--- src/rtl/ddr2_burst_if.sv ---
`default_nettype none
// ============================================================================
// Module      : ddr2_burst_if
// Description : Burst-level handshake between a user-side traffic source and
//               the DDR2 controller: write request/address/length/data with
//               data-request and finish strobes, and the matching read side.
// Revision    : 1.0 - initial release
// ============================================================================
interface ddr2_burst_if #(
  parameter int ADDR_WIDTH = 26,
  parameter int DATA_WIDTH = 32
);
  // Write channel
  logic                  wr_burst_req;
  logic [ADDR_WIDTH-1:0] wr_burst_addr;
  logic [7:0]            wr_burst_len;
  logic                  wr_burst_data_req;
  logic [DATA_WIDTH-1:0] wr_burst_data;
  logic                  wr_burst_finish;

  // Read channel
  logic                  rd_burst_req;
  logic [ADDR_WIDTH-1:0] rd_burst_addr;
  logic [7:0]            rd_burst_len;
  logic                  rd_burst_data_valid;
  logic [DATA_WIDTH-1:0] rd_burst_data;
  logic                  rd_burst_finish;

  // Traffic source side (issues requests, supplies write data)
  modport master (
    output wr_burst_req, wr_burst_addr, wr_burst_len, wr_burst_data,
    input  wr_burst_data_req, wr_burst_finish,
    output rd_burst_req, rd_burst_addr, rd_burst_len,
    input  rd_burst_data_valid, rd_burst_data, rd_burst_finish
  );

  // Controller side (accepts requests, returns read data)
  modport slave (
    input  wr_burst_req, wr_burst_addr, wr_burst_len, wr_burst_data,
    output wr_burst_data_req, wr_burst_finish,
    input  rd_burst_req, rd_burst_addr, rd_burst_len,
    output rd_burst_data_valid, rd_burst_data, rd_burst_finish
  );
endinterface
`default_nettype wire

--- src/rtl/ddr2_test_gen.sv ---
`default_nettype none
// ============================================================================
// Module      : ddr2_test_gen
// Description : Self-checking DDR2 traffic generator. After controller init,
//               writes NUM_BURSTS bursts of an incrementing pattern, reads the
//               region back, checks every beat and drives status LEDs.
// Revision    : 1.0 - initial release
// ============================================================================
module ddr2_test_gen #(
  parameter int ADDR_WIDTH = 26,
  parameter int DATA_WIDTH = 32,
  parameter int BURST_LEN  = 8,
  parameter int NUM_BURSTS = 16,
  parameter int WR_DELAY   = 100,
  parameter int RD_DELAY   = 200
) (
  input  wire          sys_clk,
  input  wire          sys_rst_n,
  input  wire          init_end,
  ddr2_burst_if.master bus,
  output logic         init_end_led,
  output logic         wr_over_led,
  output logic         rd_error_led
);

  // Derived widths and constants
  localparam int c_max_delay = (WR_DELAY > RD_DELAY) ? WR_DELAY : RD_DELAY;
  localparam int c_dly_w     = (c_max_delay < 1) ? 1 : $clog2(c_max_delay + 1);
  localparam int c_idx_w     = (NUM_BURSTS > 1) ? $clog2(NUM_BURSTS) : 1;
  localparam int c_beat_w    = $clog2(BURST_LEN + 2);

  localparam logic [c_dly_w-1:0]  c_wr_last   = c_dly_w'(WR_DELAY);
  localparam logic [c_dly_w-1:0]  c_rd_last   = c_dly_w'(RD_DELAY);
  localparam logic [c_idx_w-1:0]  c_last_idx  = c_idx_w'(NUM_BURSTS - 1);
  localparam logic [c_beat_w:0]   c_beat_len  = (c_beat_w + 1)'(BURST_LEN);

  typedef enum logic [2:0] {
    S_IDLE    = 3'd0,
    S_WR_WAIT = 3'd1,
    S_WR_REQ  = 3'd2,
    S_RD_WAIT = 3'd3,
    S_RD_REQ  = 3'd4,
    S_DONE    = 3'd5
  } state_t;

  state_t                r_state;
  state_t                w_next_state;
  logic [c_dly_w-1:0]    r_dly_cnt;
  logic [c_idx_w-1:0]    r_burst_idx;
  logic [DATA_WIDTH-1:0] r_wr_pat;
  logic [DATA_WIDTH-1:0] r_rd_expect;
  logic [c_beat_w-1:0]   r_beat_cnt;

  logic                  w_wr_done;
  logic                  w_rd_done;
  logic                  w_last_burst;
  logic                  w_wr_beat;
  logic                  w_rd_beat;
  logic [c_beat_w:0]     w_beat_total;
  logic                  w_data_bad;
  logic                  w_len_bad;
  logic [ADDR_WIDTH-1:0] w_burst_addr;

  // Strobes only count inside the state that owns them; elsewhere they are ignored.
  assign w_wr_done    = (r_state == S_WR_REQ) && bus.wr_burst_finish;
  assign w_rd_done    = (r_state == S_RD_REQ) && bus.rd_burst_finish;
  assign w_wr_beat    = (r_state == S_WR_REQ) && bus.wr_burst_data_req;
  assign w_rd_beat    = (r_state == S_RD_REQ) && bus.rd_burst_data_valid;
  assign w_last_burst = (r_burst_idx == c_last_idx);

  // Beat total at finish includes a valid beat arriving in the same cycle.
  assign w_beat_total = {1'b0, r_beat_cnt} + (c_beat_w + 1)'(w_rd_beat);
  assign w_data_bad   = w_rd_beat && (bus.rd_burst_data != r_rd_expect);
  assign w_len_bad    = w_rd_done && (w_beat_total != c_beat_len);

  assign w_burst_addr = ADDR_WIDTH'(r_burst_idx) * ADDR_WIDTH'(BURST_LEN);

  // Requests are decoded from the registered state so they drop on the finish edge.
  assign bus.wr_burst_req  = (r_state == S_WR_REQ);
  assign bus.wr_burst_addr = w_burst_addr;
  assign bus.wr_burst_len  = 8'(BURST_LEN);
  assign bus.wr_burst_data = r_wr_pat;
  assign bus.rd_burst_req  = (r_state == S_RD_REQ);
  assign bus.rd_burst_addr = w_burst_addr;
  assign bus.rd_burst_len  = 8'(BURST_LEN);

  // State register
  always_ff @(posedge sys_clk or negedge sys_rst_n) begin
    if (!sys_rst_n) begin
      r_state <= S_IDLE;
    end else begin
      r_state <= w_next_state;
    end
  end

  // Next-state decode; a WAIT state lasts DELAY+1 cycles (count 0..DELAY)
  always_comb begin
    w_next_state = r_state;
    case (r_state)
      S_IDLE: begin
        if (init_end) begin
          w_next_state = S_WR_WAIT;
        end
      end
      S_WR_WAIT: begin
        if (r_dly_cnt == c_wr_last) begin
          w_next_state = S_WR_REQ;
        end
      end
      S_WR_REQ: begin
        if (bus.wr_burst_finish) begin
          w_next_state = w_last_burst ? S_RD_WAIT : S_WR_WAIT;
        end
      end
      S_RD_WAIT: begin
        if (r_dly_cnt == c_rd_last) begin
          w_next_state = S_RD_REQ;
        end
      end
      S_RD_REQ: begin
        if (bus.rd_burst_finish) begin
          w_next_state = w_last_burst ? S_DONE : S_RD_WAIT;
        end
      end
      S_DONE: begin
        w_next_state = S_DONE;
      end
      default: begin
        w_next_state = S_IDLE;
      end
    endcase
  end

  // Inter-burst delay counter: cleared on every state change, counts while waiting
  always_ff @(posedge sys_clk or negedge sys_rst_n) begin
    if (!sys_rst_n) begin
      r_dly_cnt <= '0;
    end else if (w_next_state != r_state) begin
      r_dly_cnt <= '0;
    end else if ((r_state == S_WR_WAIT) || (r_state == S_RD_WAIT)) begin
      r_dly_cnt <= r_dly_cnt + c_dly_w'(1);
    end
  end

  // Burst index shared by the write and read passes; wraps to 0 after the last burst
  always_ff @(posedge sys_clk or negedge sys_rst_n) begin
    if (!sys_rst_n) begin
      r_burst_idx <= '0;
    end else if (w_wr_done || w_rd_done) begin
      r_burst_idx <= w_last_burst ? '0 : r_burst_idx + c_idx_w'(1);
    end
  end

  // Write pattern: advances on each consumed beat so the next beat is visible a cycle later
  always_ff @(posedge sys_clk or negedge sys_rst_n) begin
    if (!sys_rst_n) begin
      r_wr_pat <= '0;
    end else if (w_wr_beat) begin
      r_wr_pat <= r_wr_pat + DATA_WIDTH'(1);
    end
  end

  // Expected read data tracks the write pattern beat for beat
  always_ff @(posedge sys_clk or negedge sys_rst_n) begin
    if (!sys_rst_n) begin
      r_rd_expect <= '0;
    end else if (w_rd_beat) begin
      r_rd_expect <= r_rd_expect + DATA_WIDTH'(1);
    end
  end

  // Per-burst read beat counter, saturating so an overlong burst never wraps to a legal count
  always_ff @(posedge sys_clk or negedge sys_rst_n) begin
    if (!sys_rst_n) begin
      r_beat_cnt <= '0;
    end else if (w_rd_done) begin
      r_beat_cnt <= '0;
    end else if (w_rd_beat && (r_beat_cnt != '1)) begin
      r_beat_cnt <= r_beat_cnt + c_beat_w'(1);
    end
  end

  // Status LEDs: init mirror, sticky write-complete and sticky read-error
  always_ff @(posedge sys_clk or negedge sys_rst_n) begin
    if (!sys_rst_n) begin
      init_end_led <= 1'b0;
      wr_over_led  <= 1'b0;
      rd_error_led <= 1'b0;
    end else begin
      init_end_led <= init_end;
      if (w_wr_done && w_last_burst) begin
        wr_over_led <= 1'b1;
      end
      if (w_data_bad || w_len_bad) begin
        rd_error_led <= 1'b1;
      end
    end
  end

endmodule
`default_nettype wire

--- src/flat_wrapper.sv ---
// flat-port wrapper written by rule: the top's interface ports become plain ports
module ddr2_test_gen_flat 
#(
  parameter int ADDR_WIDTH = 26,
  parameter int DATA_WIDTH = 32,
  parameter int BURST_LEN  = 8,
  parameter int NUM_BURSTS = 16,
  parameter int WR_DELAY   = 100,
  parameter int RD_DELAY   = 200
)
  (sys_clk, sys_rst_n, init_end, init_end_led, wr_over_led, rd_error_led, bus_wr_burst_req, bus_wr_burst_addr, bus_wr_burst_len, bus_wr_burst_data, bus_wr_burst_data_req, bus_wr_burst_finish, bus_rd_burst_req, bus_rd_burst_addr, bus_rd_burst_len, bus_rd_burst_data_valid, bus_rd_burst_data, bus_rd_burst_finish);
  ddr2_burst_if #(.ADDR_WIDTH(ADDR_WIDTH), .DATA_WIDTH(DATA_WIDTH)) bus_i ();
  input  wire sys_clk;
  input  wire sys_rst_n;
  input  wire init_end;
  output logic init_end_led;
  output logic wr_over_led;
  output logic rd_error_led;
  output wire logic [$bits(bus_i.wr_burst_req)-1:0] bus_wr_burst_req;
  output wire logic [$bits(bus_i.wr_burst_addr)-1:0] bus_wr_burst_addr;
  output wire logic [$bits(bus_i.wr_burst_len)-1:0] bus_wr_burst_len;
  output wire logic [$bits(bus_i.wr_burst_data)-1:0] bus_wr_burst_data;
  input wire logic [$bits(bus_i.wr_burst_data_req)-1:0] bus_wr_burst_data_req;
  input wire logic [$bits(bus_i.wr_burst_finish)-1:0] bus_wr_burst_finish;
  output wire logic [$bits(bus_i.rd_burst_req)-1:0] bus_rd_burst_req;
  output wire logic [$bits(bus_i.rd_burst_addr)-1:0] bus_rd_burst_addr;
  output wire logic [$bits(bus_i.rd_burst_len)-1:0] bus_rd_burst_len;
  input wire logic [$bits(bus_i.rd_burst_data_valid)-1:0] bus_rd_burst_data_valid;
  input wire logic [$bits(bus_i.rd_burst_data)-1:0] bus_rd_burst_data;
  input wire logic [$bits(bus_i.rd_burst_finish)-1:0] bus_rd_burst_finish;
  assign bus_wr_burst_req = bus_i.wr_burst_req;
  assign bus_wr_burst_addr = bus_i.wr_burst_addr;
  assign bus_wr_burst_len = bus_i.wr_burst_len;
  assign bus_wr_burst_data = bus_i.wr_burst_data;
  assign bus_i.wr_burst_data_req = bus_wr_burst_data_req;
  assign bus_i.wr_burst_finish = bus_wr_burst_finish;
  assign bus_rd_burst_req = bus_i.rd_burst_req;
  assign bus_rd_burst_addr = bus_i.rd_burst_addr;
  assign bus_rd_burst_len = bus_i.rd_burst_len;
  assign bus_i.rd_burst_data_valid = bus_rd_burst_data_valid;
  assign bus_i.rd_burst_data = bus_rd_burst_data;
  assign bus_i.rd_burst_finish = bus_rd_burst_finish;
  ddr2_test_gen #(.ADDR_WIDTH(ADDR_WIDTH), .DATA_WIDTH(DATA_WIDTH), .BURST_LEN(BURST_LEN), .NUM_BURSTS(NUM_BURSTS), .WR_DELAY(WR_DELAY), .RD_DELAY(RD_DELAY)) u_core (.sys_clk(sys_clk), .sys_rst_n(sys_rst_n), .init_end(init_end), .bus(bus_i), .init_end_led(init_end_led), .wr_over_led(wr_over_led), .rd_error_led(rd_error_led));
endmodule
--- config.mk ---
export PLATFORM = sky130hd
export DESIGN_NAME = ddr2_test_gen_flat
export DESIGN_NICKNAME = d
export VERILOG_FILES = /design/src/rtl/ddr2_burst_if.sv /design/src/rtl/ddr2_test_gen.sv /design/src/flat_wrapper.sv
export SDC_FILE = /design/constraint.sdc
export NUM_CORES = 1
export LEC_CHECK = 0
export CAP_MARGIN = 10
export CORE_ASPECT_RATIO = 1.4
export CORE_MARGIN = 4
export CORE_UTILIZATION = 52
export DETAILED_ROUTE_END_ITERATION = 12
export HOLD_SLACK_MARGIN = 0.03
export PLACE_DENSITY = 0.91
export SYNTH_ARGS = -nofsm -noshare
export SYNTH_HDL_FRONTEND = slang
export SYNTH_SLANG_ARGS = --single-unit
--- constraint.sdc ---
create_clock -name sys_clk -period 3.5 [get_ports sys_clk]
set_clock_uncertainty 0.2 [all_clocks]
set_input_delay 0.7 -clock sys_clk [delete_from_list [all_inputs] [get_ports sys_clk]]
set_output_delay 0.7 -clock sys_clk [all_outputs]
set_load 0.05 [all_outputs]
; Word-level counts from Yosys, hierarchy flattened
; Index checks and enable logic that the tools add are counted.
[totals]
reg_bits = 86
in_bits = 39
out_inout_bits = 105
wordCells = 54
[classes]
n_addsub = 6
eq_ne = 12
muxes = 13
reduce_logical = 14
[ops]
columns = operator, count
row1 = $add 32x1->32 const B, 2
row2 = $ne 32x32->1, 1
row3 = $mux 3, 6
row4 = $pmux 3 s6, 1
row5 = $mux 8, 2
row6 = $mux 4, 3
row7 = $add 4x1->4 const B, 2
row8 = $add 8x1->8 const B, 1
row9 = $eq 8x7->1 const B, 1
row10 = $eq 8x8->1 const B, 1
row11 = $logic_and 1x1->1, 8
row12 = $eq 3x2->1 const B, 2
row13 = $eq 3x3->1 const B, 2
row14 = $add 4x1->5, 1
row15 = $ne 5x4->1 const B, 1
row16 = $eq 4x4->1 const B, 1
row17 = $ne 4x4->1 const B, 1
row18 = $reduce_bool 2->1, 2
row19 = $eq 3x1->1 const B, 1
row20 = $logic_not 3->1, 1
row21 = $logic_or 1x1->1, 3
row22 = $ne 3x3->1, 1
row23 = $mux 2, 1

; Longest topological paths before layout
; Gate-level depths: netlist (run 1).
[logic_depth]
word_depth = 6
depth_mapped = 9
ltp_nobuf = 9

; Worst setup path before layout (run 1)
; OpenSTA, ideal clock, no wires.
[synth_path]
path_type = register -> output
start = reg u_core.r_state[2]
end = out bus_rd_burst_req
arrival_time_ns = 1.675
required_ns = 2.600
setup_slack_ns = 0.925
path_stages_with_launch = 4
path_buffers = 1
path_cell_list = dfrtp_1 -> buf_4 -> inv_1 -> nor3_1
[synth_between]
elab_chain_cells = 1
[synth_rtl]
columns = item, line_no
row1 = "start, declared", ddr2_test_gen.sv:46  ; state_t r_state;
row2 = "start signal, assigned", ddr2_test_gen.sv:92  ; r_state <= w_next_state;
row3 = $eq 3x3->1, ddr2_test_gen.sv:83  ; assign bus.rd_burst_req = (r_state == S_RD_REQ);
row4 = "end, declared", flat_wrapper.sv:25  ; output wire logic [$bits(bus_i.rd_burst_req)-1:0] bus_rd_burst_req;
; No other way between the ends.

; Final worst setup path (run 1)
; Same ends and word-level chain as after synthesis.

==> results_dict.tcl, run 1 <==
set metrics [dict create \
    layout.cell_area.non_filler_um2 5920 \
    drc_errors 0 \
    synthTopCellsByArea "sky130_fd_sc_hd__dfrtp_1 (43%), sky130_fd_sc_hd__xnor2_1 (14%), sky130_fd_sc_hd__buf_4 (11%), sky130_fd_sc_hd__xor2_1 (4.7%), sky130_fd_sc_hd__nand4_1 (3.3%)" \
    power.internal_mw 1.82 \
    drv_cap 0 \
    hpwlAfterDp_um 7650 \
    ctsResizeCount 0 \
    clock_insertion_delay_worst_skew_ps 340 \
    tns_ps 0 \
    number_of_cts_inserted_buffers 9 \
    clkSlewWorstSetupHoldPaths_ps 60 \
    first_pass_grt_wire_length_um 16900 \
    post_dp_cell_area_um2 5630 \
    critical_path.startpoint_type "register" \
    dr_total_vias 3565 \
    numClockSinks 86 \
    comb_power_share 0.248 \
    finalCriticalPeriod_ps 3050 \
    finalMaxSlewViolations 0 \
    synthFlopType "sky130_fd_sc_hd__dfrtp_1" \
    final_hold_viol_count 0 \
    final_clock_period_utilization_by_the_worst_path 0.871 \
    clock_power_share 0.332 \
    pwr_density_cell_nw_per_um2 465 \
    drt.antenna.violating_nets 0 \
    placement.setup.worst_slack_ps 452 \
    synth_largest_type_area_fraction 0.431 \
    die_area_um2 11300 \
    yosys_warnings 0 \
    timing.hold.worst_path_depth 1 \
    pin_count 144 \
    critPathMaxFanout 13 \
    synth_area_per_cell_um2 10.2 \
    route.final.wire_length_um 10500 \
    timing.rr.start "u_core.r_state[0]" \
    area_growth_pct 18.6 \
    synth-edff-count 0 \
    crit_arrival_ps 2150 \
    die_y_um 124 \
    final.setup.worst_slack_ps 450 \
    holdBufCountCts 0 \
    synth_async_sr_flop_share 1.00 \
    synth_cells 490 \
    yosysTopAreaCell "sky130_fd_sc_hd__dfrtp_1" \
    r2r_cells 9 \
    clk_path_buf_depth 2 \
    cts_root_buf "sky130_fd_sc_hd__clkbuf_16" \
    max_slew_margin 0.289 \
    core.rowCount 42 \
    status "finished clean" \
    setup.reg_to_reg.worst_slack_ps 980 \
    grt_max_degree 87 \
    swShare 0.339 \
    port-buffer-count 83 \
    antenna_violations_before_repair 0 \
    p_leak_nw 2.64 \
    synth.ff_latch_count 86 \
    crit_start "u_core.r_state[2]" \
    cp-end-kind "output port" \
    required_worst_endpoint_ps 2600 \
    cts_max_level 3 \
    timing.setup.critical_path_class "reg -> out" \
    post_synth_num_cell_types 51 \
    grt_pass1_vias 3497 \
    layout-drive-gt1-share 0.0643 \
    hold_ws_ps 267 \
    final_nets 617 \
    gp_routability_congestion 0.828 \
    min_path_type "reg -> reg" \
    timing.critical_path.to "bus_rd_burst_req" \
    worst_pin_slew_ps 1070 \
    wl_per_cell_um 15.3 \
    regToRegEndpoint "u_core.rd_error_led" \
    cts_post_setup_buffers_inserted 0 \
    routed_via_density 5.20 \
    fmax_mhz 328 \
    antenna-diode-count 0 \
    cts_tree "done" \
    seq_power_share 0.419 \
    gr-usage-all-layers 0.187 \
    initial_utilization 0.531 \
    grt_remaining_overflow 0 \
    grt_setup_unrepaired "false" \
    detailedRoute.firstPassIterationCount 4 \
    vdd_drop_max_v 0.000383 \
    synth_seq_area_share 0.431 \
    detailedRoute.firstIterationViolations 125 \
    total_switching_power_uw 935 \
    fp.coreArea_um2 9410 \
    summed_instance_area_of_the_synthesized_netlist_um2 4990 \
    report.final.setup_viol 0 \
    die_x_um 90.8 \
]
## power by group through the flow
stage | registers [mW] | logic [mW] | clock network, mW
after floorplan | 1.24 | 0.495 | 0
after global placement | 1.17 | 0.673 | 0
after detailed placement | 1.17 | 0.686 | 0
after CTS | 1.15 | 0.689 | 0.926
after global routing | 1.17 | 0.739 | 0.963
final | 1.16 | 0.684 | 0.916
## stage by stage
step | cells | power, mW | util
2_1_floorplan | 548 | 1.73 | -
3_3_place_gp | 669 | 1.84 | 0.599
3_5_place_dp | 669 | 1.86 | 0.599
4_1_cts | 685 | 2.77 | 0.629
5_1_grt | 685 | 2.87 | 0.629
6_report | 685 | 2.75 | 0.629
## cell usage in the layout, fill, tap and decap left out, types with 4 or more instances in the layout
cell type | synthesis | final
sky130_fd_sc_hd__a21oi_1 | 6 | 6
sky130_fd_sc_hd__and2_1 | 4 | 4
sky130_fd_sc_hd__and3_1 | 13 | 13
sky130_fd_sc_hd__clkbuf_16 | 0 | 9
sky130_fd_sc_hd__clkdlybuf4s50_1 | 0 | 82
sky130_fd_sc_hd__conb_1 | 2 | 60
sky130_fd_sc_hd__dfrtp_1 | 86 | 86
sky130_fd_sc_hd__ha_1 | 8 | 8
sky130_fd_sc_hd__inv_1 | 11 | 11
sky130_fd_sc_hd__nand2_1 | 41 | 41
sky130_fd_sc_hd__nand3_1 | 22 | 22
sky130_fd_sc_hd__nand4_1 | 26 | 26
sky130_fd_sc_hd__nor2_1 | 31 | 31
sky130_fd_sc_hd__nor3_1 | 11 | 11
sky130_fd_sc_hd__o21ai_0 | 5 | 5
sky130_fd_sc_hd__xnor2_1 | 78 | 78
sky130_fd_sc_hd__xor2_1 | 27 | 27
## flip-flops by register name, indices dropped and copies added, names as in the netlist
| register | count |
|---|---|
| u_core.r_rd_expect | 32 |
| u_core.bus.wr_burst_data | 32 |
| u_core.r_beat_cnt | 4 |
| u_core.wr_over_led | 1 |
| u_core.init_end_led | 1 |
| u_core.r_state | 3 |
| u_core.r_dly_cnt | 8 |
| u_core.r_burst_idx | 4 |
| u_core.rd_error_led | 1 |
## area by class of cell
cell class / count / area, um2
Tap cell: 110 / 138
Sequential cell: 86 / 2150
Inverter: 12 / 47.5
Timing Repair Buffer: 83 / 828
Clock inverter: 3 / 17.5
Clock buffer: 13 / 270
Multi-Input combinational cell: 378 / 2470
Fill cell: 709 / 3490
## worst min path at each step
stage	from	to	slack, ps
global route	u_core.bus.wr_burst_data[31]	u_core.bus.wr_burst_data[31]	290
floorplan	sys_rst_n	u_core.bus.wr_burst_data[0]	200
detailed placement	u_core.wr_over_led	u_core.wr_over_led	260
global placement	u_core.wr_over_led	u_core.wr_over_led	250
CTS	u_core.wr_over_led	u_core.wr_over_led	270
finish	u_core.wr_over_led	u_core.wr_over_led	270
## cells in the mapped netlist, types with 5 or more instances
cell type                 count
sky130_fd_sc_hd__xnor2_1     78
sky130_fd_sc_hd__and3_1      13
sky130_fd_sc_hd__inv_1       11
sky130_fd_sc_hd__a21oi_1      6
sky130_fd_sc_hd__dfrtp_1     86
sky130_fd_sc_hd__nand2_1     41
sky130_fd_sc_hd__nor2_1      31
sky130_fd_sc_hd__nand4_1     26
sky130_fd_sc_hd__o21ai_0      5
sky130_fd_sc_hd__nand3_1     22
sky130_fd_sc_hd__nor3_1      11
sky130_fd_sc_hd__buf_4       70
sky130_fd_sc_hd__ha_1         8
sky130_fd_sc_hd__xor2_1      27
## metal layers
metal | wire, um | track usage
met2 | 5400 | 0.327
met1 | 4380 | 0.221
met3 | 423 | 0.0290
met4 | 293 | 0.105
met5 | 0 | 0
## worst max-delay path, cell delays in order (launching register included)
cell and delay, ps:
sky130_fd_sc_hd__dfrtp_1 610, sky130_fd_sc_hd__inv_1 170, sky130_fd_sc_hd__nor3_1 190, sky130_fd_sc_hd__clkdlybuf4s50_1 840
## logic make-up (layout without fill, tap and decap cells)
| family | count (synthesis) | in the layout | share of synthesized area |
|---|---|---|---|
| xor+xnor | 105 | 105 | 0.184 |
| simple gates | 178 | 178 | 0.202 |
| flops | 86 | 86 | 0.431 |
| other cells | 2 | 60 | 0.00150 |
| fa+ha+maj | 8 | 8 | 0.0201 |
| mux | 6 | 6 | 0.0135 |
| compound gates | 21 | 21 | 0.0291 |
| buf+inv | 84 | 111 | 0.118 |
(Power assumes the default switching activity.)
==> run 2: changes to the inputs <==
--- a/config.mk
+++ b/config.mk
@@ -16,2 +16,3 @@
 export SYNTH_HDL_FRONTEND = slang
 export SYNTH_SLANG_ARGS = --single-unit
+export TNS_END_PERCENT = 1
--- a/constraint.sdc
+++ b/constraint.sdc
@@ -3,3 +3,3 @@
 set_input_delay 0.7 -clock sys_clk [delete_from_list [all_inputs] [get_ports sys_clk]]
 set_output_delay 0.7 -clock sys_clk [all_outputs]
-set_load 0.05 [all_outputs]
+set_load 0.1 [all_outputs]
==> run 2 against run 1 <==
Net effect:
- sequential cell count unchanged
- die area unchanged
- routed wire length down 2.2%
- setup slack better by 280 ps
- largest cell class unchanged
==> results_dict.tcl, run 2 (same netlist as run 1, synthesis figures left out) <==
set metrics [dict create \
    status "finished clean" \
    post_layout_nonfiller_instances 685 \
    cts_post_setup_buffers_inserted 0 \
    pin_count 144 \
    timing.critical_path.mode_cell "sky130_fd_sc_hd__ha_1" \
    fp.coreArea_um2 9410 \
    gr-usage-all-layers 0.186 \
    cts_root_buf "sky130_fd_sc_hd__clkbuf_16" \
    list_of_cells_traversed_by_the_critical_path "clkdlybuf4s50_1 > nand4bb_4 > inv_4 > ha_1 > ha_1 > nand2_1 > nor3_1 > a21oi_1 > o31a_2 > or3_1" \
    port-buffer-count 83 \
    drt.antenna.violating_nets 0 \
    finalCriticalPeriod_ps 2770 \
    total_switching_power_mw 1.23 \
    hpwlAfterDp_um 7860 \
    route.final.wire_length_um 10300 \
    critPathMaxFanout 8 \
    gp_routability_congestion 0.851 \
    p_leak_nw 2.71 \
    drv_cap 0 \
    cts_max_level 3 \
    grt_setup_unrepaired "false" \
    die_x_um 90.8 \
    holdBufCountCts 0 \
    die_y_um 124 \
    swShare 0.410 \
    dr_total_vias 3561 \
    required_worst_endpoint_ps 3510 \
    number_of_cts_inserted_buffers 9 \
    clock_power_share 0.288 \
    cp-end-kind "register" \
    cell_with_the_biggest_individual_delay_on_the_critical_path "sky130_fd_sc_hd__clkdlybuf4s50_1" \
    finalMaxSlewViolations 0 \
    clk_path_buf_depth 2 \
    grt_remaining_overflow 0 \
    antenna-diode-count 0 \
    cts_tree "done" \
    placement.setup.worst_slack_ps 395 \
    final.setup.worst_slack_ps 733 \
    final_hold_viol_count 0 \
    commonest_cells_after_routing_fill_and_taps_aside "sky130_fd_sc_hd__dfrtp_1 (86), sky130_fd_sc_hd__xnor2_1 (78), sky130_fd_sc_hd__conb_1 (60)" \
    pwr_density_cell_nw_per_um2 516 \
    detailedRoute.firstPassIterationCount 4 \
    timing.setup.critical_path_class "in -> reg" \
    max_slew_margin 0.299 \
    crit_arrival_ps 2780 \
    post_dp_cell_area_um2 5530 \
    layout.cell_area.non_filler_um2 5790 \
    wl_per_cell_um 15.0 \
    min_path_type "reg -> reg" \
    ctsResizeCount 0 \
    place_inst 669 \
    fmax_mhz 361 \
    critical_path.max_stage_delay_ps 530 \
    area_growth_pct 16.1 \
    vdd_drop_max_v 0.000564 \
    grt_max_degree 87 \
    power.internal_mw 1.77 \
    antenna_violations_before_repair 0 \
    layout-drive-gt1-share 0.143 \
    drc_errors 0 \
    numClockSinks 86 \
    tns_ps 0 \
    report.final.setup_viol 0 \
    detailedRoute.firstIterationViolations 180 \
    die_area_um2 11300 \
    initial_utilization 0.531 \
    first_pass_grt_wire_length_um 16800 \
    routed_via_density 5.20 \
    clkSlewWorstSetupHoldPaths_ps 60 \
    clock_insertion_delay_worst_skew_ps 340 \
    mostFrequentLayoutCell "sky130_fd_sc_hd__dfrtp_1" \
    final_nets 617 \
    comb_power_share 0.325 \
    critical_path.startpoint_type "primary input" \
    seq_power_share 0.387 \
    worst_pin_slew_ps 1050 \
    core.rowCount 42 \
    final_clock_period_utilization_by_the_worst_path 0.791 \
    grt_pass1_vias 3566 \
]
==> run 2: cell count changes in the layout (fill, tap and decap cells not counted), sizes merged <==
| cell | change |
|---|---|
| clkdlybuf4s50 | -45 |
| buf | +45 |
| clkbuf | -1 |
| clkinv | +1 |
==> run 2: power by group through the flow <==
stage	sequential [mW]	clock, mW	combinational (mW)
after detailed placement	1.17	0	0.972
final	1.16	0.862	0.972
after CTS	1.16	0.878	0.975
after global placement	1.17	0	0.956
after global routing	1.17	0.933	1.02
after floorplan	1.34	0	0.690
==> run 2: metal layers <==
| layer | track usage | share of wire |
|---|---|---|
| met3 | 0.0489 | 0.059 |
| met4 | 0.0670 | 0.019 |
| met5 | 0 | 0 |
| met2 | 0.335 | 0.54 |
| met1 | 0.214 | 0.39 |
==> run 2: area by class of cell <==
type,count,area (um2)
Sequential cell,86,2150
Multi-Input combinational cell,378,2470
Clock buffer,12,246
Fill cell,763,3610
Timing Repair Buffer,83,716
Clock inverter,4,22.5
Inverter,12,47.5
Tap cell,110,138
==> run 2: metrics by stage <==
stage	hold WS, ps	power [mW]	utilization
detailed placement	267	2.15	0.587
floorplan	204	2.03	-
global placement	263	2.12	0.587
finish	272	2.99	0.616
CTS	281	3.01	0.616
global route	292	3.12	0.616
==> run 2: path summary, 6_finish.rpt <==
| kind | start | to | slack (ps) | depth (start not counted) |
|---|---|---|---|---|
| max in group asynchronous | sys_rst_n | u_core.bus.wr_burst_data[7] | 2070 | 1 |
| worst max-delay path | bus_rd_burst_data_valid | u_core.rd_error_led | 730 | 10 |
| min in group asynchronous | sys_rst_n | u_core.r_rd_expect[5] | 360 | 1 |
| worst min register to register | u_core.wr_over_led | u_core.wr_over_led | 270 | 1 |
| worst min-delay path | u_core.wr_over_led | u_core.wr_over_led | 270 | 1 |
| worst max register to register | u_core.r_state[0] | u_core.rd_error_led | 950 | 9 |
==> run 2: worst max-delay path: cells and delay by family <==
family	cells	cell delay, ps
adder cells (fa/ha/maj)	2	330
AO/OA/AOI/OAI	2	360
buffers and inverters	2	660
AND/OR/NAND/NOR	4	730
==> run 3: changes to the inputs <==
Settings changed: CORE_UTILIZATION 52 to 44, PLACE_DENSITY 0.91 to 0.83.
Clock period 3.5 ns to 2.5 ns, I/O delays scaled along.
==> run 3 against run 2 <==
Net effect:
- cell area increased by 3.7%
- sequential cell count unchanged
- power increased by 49%
- critical path depth unchanged
- critical path type unchanged
- largest cell class unchanged
- largest power group unchanged
==> results_dict.tcl, run 3 (same netlist as run 1, synthesis figures left out) <==
set metrics [dict create \
    layout.cell_area.non_filler_um2 6010 \
    place_inst 710 \
    grt_pass1_vias 3679 \
    commonest_cells_after_routing_fill_and_taps_aside "sky130_fd_sc_hd__dfrtp_1 (86), sky130_fd_sc_hd__xnor2_1 (78), sky130_fd_sc_hd__conb_1 (60)" \
    antenna-diode-count 0 \
    clock_insertion_delay_worst_skew_ps 330 \
    die_y_um 134 \
    critical_path.startpoint_type "primary input" \
    layout-drive-gt1-share 0.159 \
    report.final.setup_viol 0 \
    fp.coreArea_um2 11000 \
    number_of_cts_inserted_buffers 9 \
    drt.antenna.violating_nets 0 \
    final_hold_viol_count 0 \
    detailedRoute.firstPassIterationCount 4 \
    grt_max_degree 54 \
    fmax_mhz 418 \
    first_pass_grt_wire_length_um 17900 \
    cts_root_buf "sky130_fd_sc_hd__clkbuf_16" \
    final_nets 628 \
    route.final.wire_length_um 10600 \
    required_worst_endpoint_ps 2510 \
    drc_errors 0 \
    grt_setup_unrepaired "false" \
    gr-usage-all-layers 0.165 \
    clk_path_buf_depth 2 \
    finalMaxSlewViolations 0 \
    pwr_density_cell_nw_per_um2 739 \
    detailedRoute.firstIterationViolations 82 \
    cts_post_setup_buffers_inserted 0 \
    cts_tree "done" \
    antenna_violations_before_repair 0 \
    p_leak_nw 2.80 \
    numClockSinks 86 \
    clkSlewWorstSetupHoldPaths_ps 70 \
    vdd_drop_max_v 0.000904 \
    hpwlAfterDp_um 8120 \
    wl_per_cell_um 14.6 \
    critPathMaxFanout 2 \
    mostFrequentLayoutCell "sky130_fd_sc_hd__dfrtp_1" \
    routed_via_density 4.96 \
    min_path_type "reg -> reg" \
    initial_utilization 0.455 \
    die_area_um2 13100 \
    tns_ps 0 \
    pin_count 144 \
    area_growth_pct 20.4 \
    final_clock_period_utilization_by_the_worst_path 0.958 \
    port-buffer-count 83 \
    core.rowCount 45 \
    cts_max_level 3 \
    timing.setup.critical_path_class "in -> reg" \
    status "finished clean" \
    post_dp_cell_area_um2 5680 \
    grt_remaining_overflow 0 \
    finalCriticalPeriod_ps 2400 \
    drv_cap 0 \
    crit_arrival_ps 2410 \
    gp_routability_congestion 0.916 \
    die_x_um 98.0 \
    dr_total_vias 3608 \
    post_layout_nonfiller_instances 727 \
    cp-end-kind "register" \
]
==> run 3: changes by cell type in the layout (fill, tap and decap cells not counted) <==
cell / change
sky130_fd_sc_hd__buf_4: +7
sky130_fd_sc_hd__buf_12: +3
sky130_fd_sc_hd__clkinv_2: -3
sky130_fd_sc_hd__bufinv_16: +2
sky130_fd_sc_hd__inv_6: +2
sky130_fd_sc_hd__clkbuf_1: -1
sky130_fd_sc_hd__clkbuf_8: -1
sky130_fd_sc_hd__clkinv_4: +1
sky130_fd_sc_hd__dlygate4sd3_1: +1
==> run 3: metal layers <==
metal | GRT usage | up-vias | routed length [um] | share of wire
met1 | 0.189 | 1769 | 4150 | 0.39
met5 | 0 | - | 0 | 0
li1 | - | 1715 | - | -
met2 | 0.298 | 117 | 5800 | 0.55
met3 | 0.0427 | 7 | 598 | 0.056
met4 | 0.0500 | 0 | 87 | 0.0082
==> run 3: power breakdown <==
group	leakage [nW]	internal (mW)	switching (mW)
Clock	0.154	0.885	0.556
Combinational	1.49	0.318	1.10
Sequential	1.16	1.48	0.110
==> run 3: critical path, cell delays in order <==
cell and delay (ps):
sky130_fd_sc_hd__clkdlybuf4s50_1 500, sky130_fd_sc_hd__nand4bb_4 130, sky130_fd_sc_hd__inv_4 70, sky130_fd_sc_hd__ha_1 160
sky130_fd_sc_hd__ha_1 170, sky130_fd_sc_hd__nand2_1 50, sky130_fd_sc_hd__nor3_1 130, sky130_fd_sc_hd__a21oi_1 60
sky130_fd_sc_hd__o31a_2 280, sky130_fd_sc_hd__or3_1 350
==> run 3: stage by stage <==
stage	utilization	power, mW	setup WS [ps]	hold slack [ps]
floorplan	-	2.84	-218	4.41
global placement	0.517	3.00	-192	247
detailed placement	0.517	3.03	-250	250
finish	0.547	4.44	105	269
CTS	0.547	4.48	100	274
global route	0.547	4.64	11.2	281
==> run 3: cell type report <==
cell class / count / area (um2)
clock buffers: 10 / 229
repair buffers: 94 / 838
fillers: 948 / 4970
flip-flops and latches: 86 / 2150
multi-input cells: 378 / 2470
clock inverters: 6 / 93.8
inverters: 12 / 47.5
well taps: 141 / 176
==> run 3: path summary, 6_finish.rpt <==
check	from	endpoint	slack [ps]	depth (start not counted)
setup reg to reg	u_core.r_state[0]	u_core.rd_error_led	300	9
max in group asynchronous	sys_rst_n	u_core.bus.wr_burst_data[27]	990	3
min in group asynchronous	sys_rst_n	u_core.r_rd_expect[13]	450	2
hold reg to reg	u_core.wr_over_led	u_core.wr_over_led	270	1
hold / removal	u_core.wr_over_led	u_core.wr_over_led	270	1
setup / recovery	bus_rd_burst_data_valid	u_core.rd_error_led	100	10
==> run 3: repair_timing <==
item,in CTS,in global routing
hold buffers,1,0
resized for setup,0,0
hold endpoints to repair,33,0
setup endpoints to repair,0,0
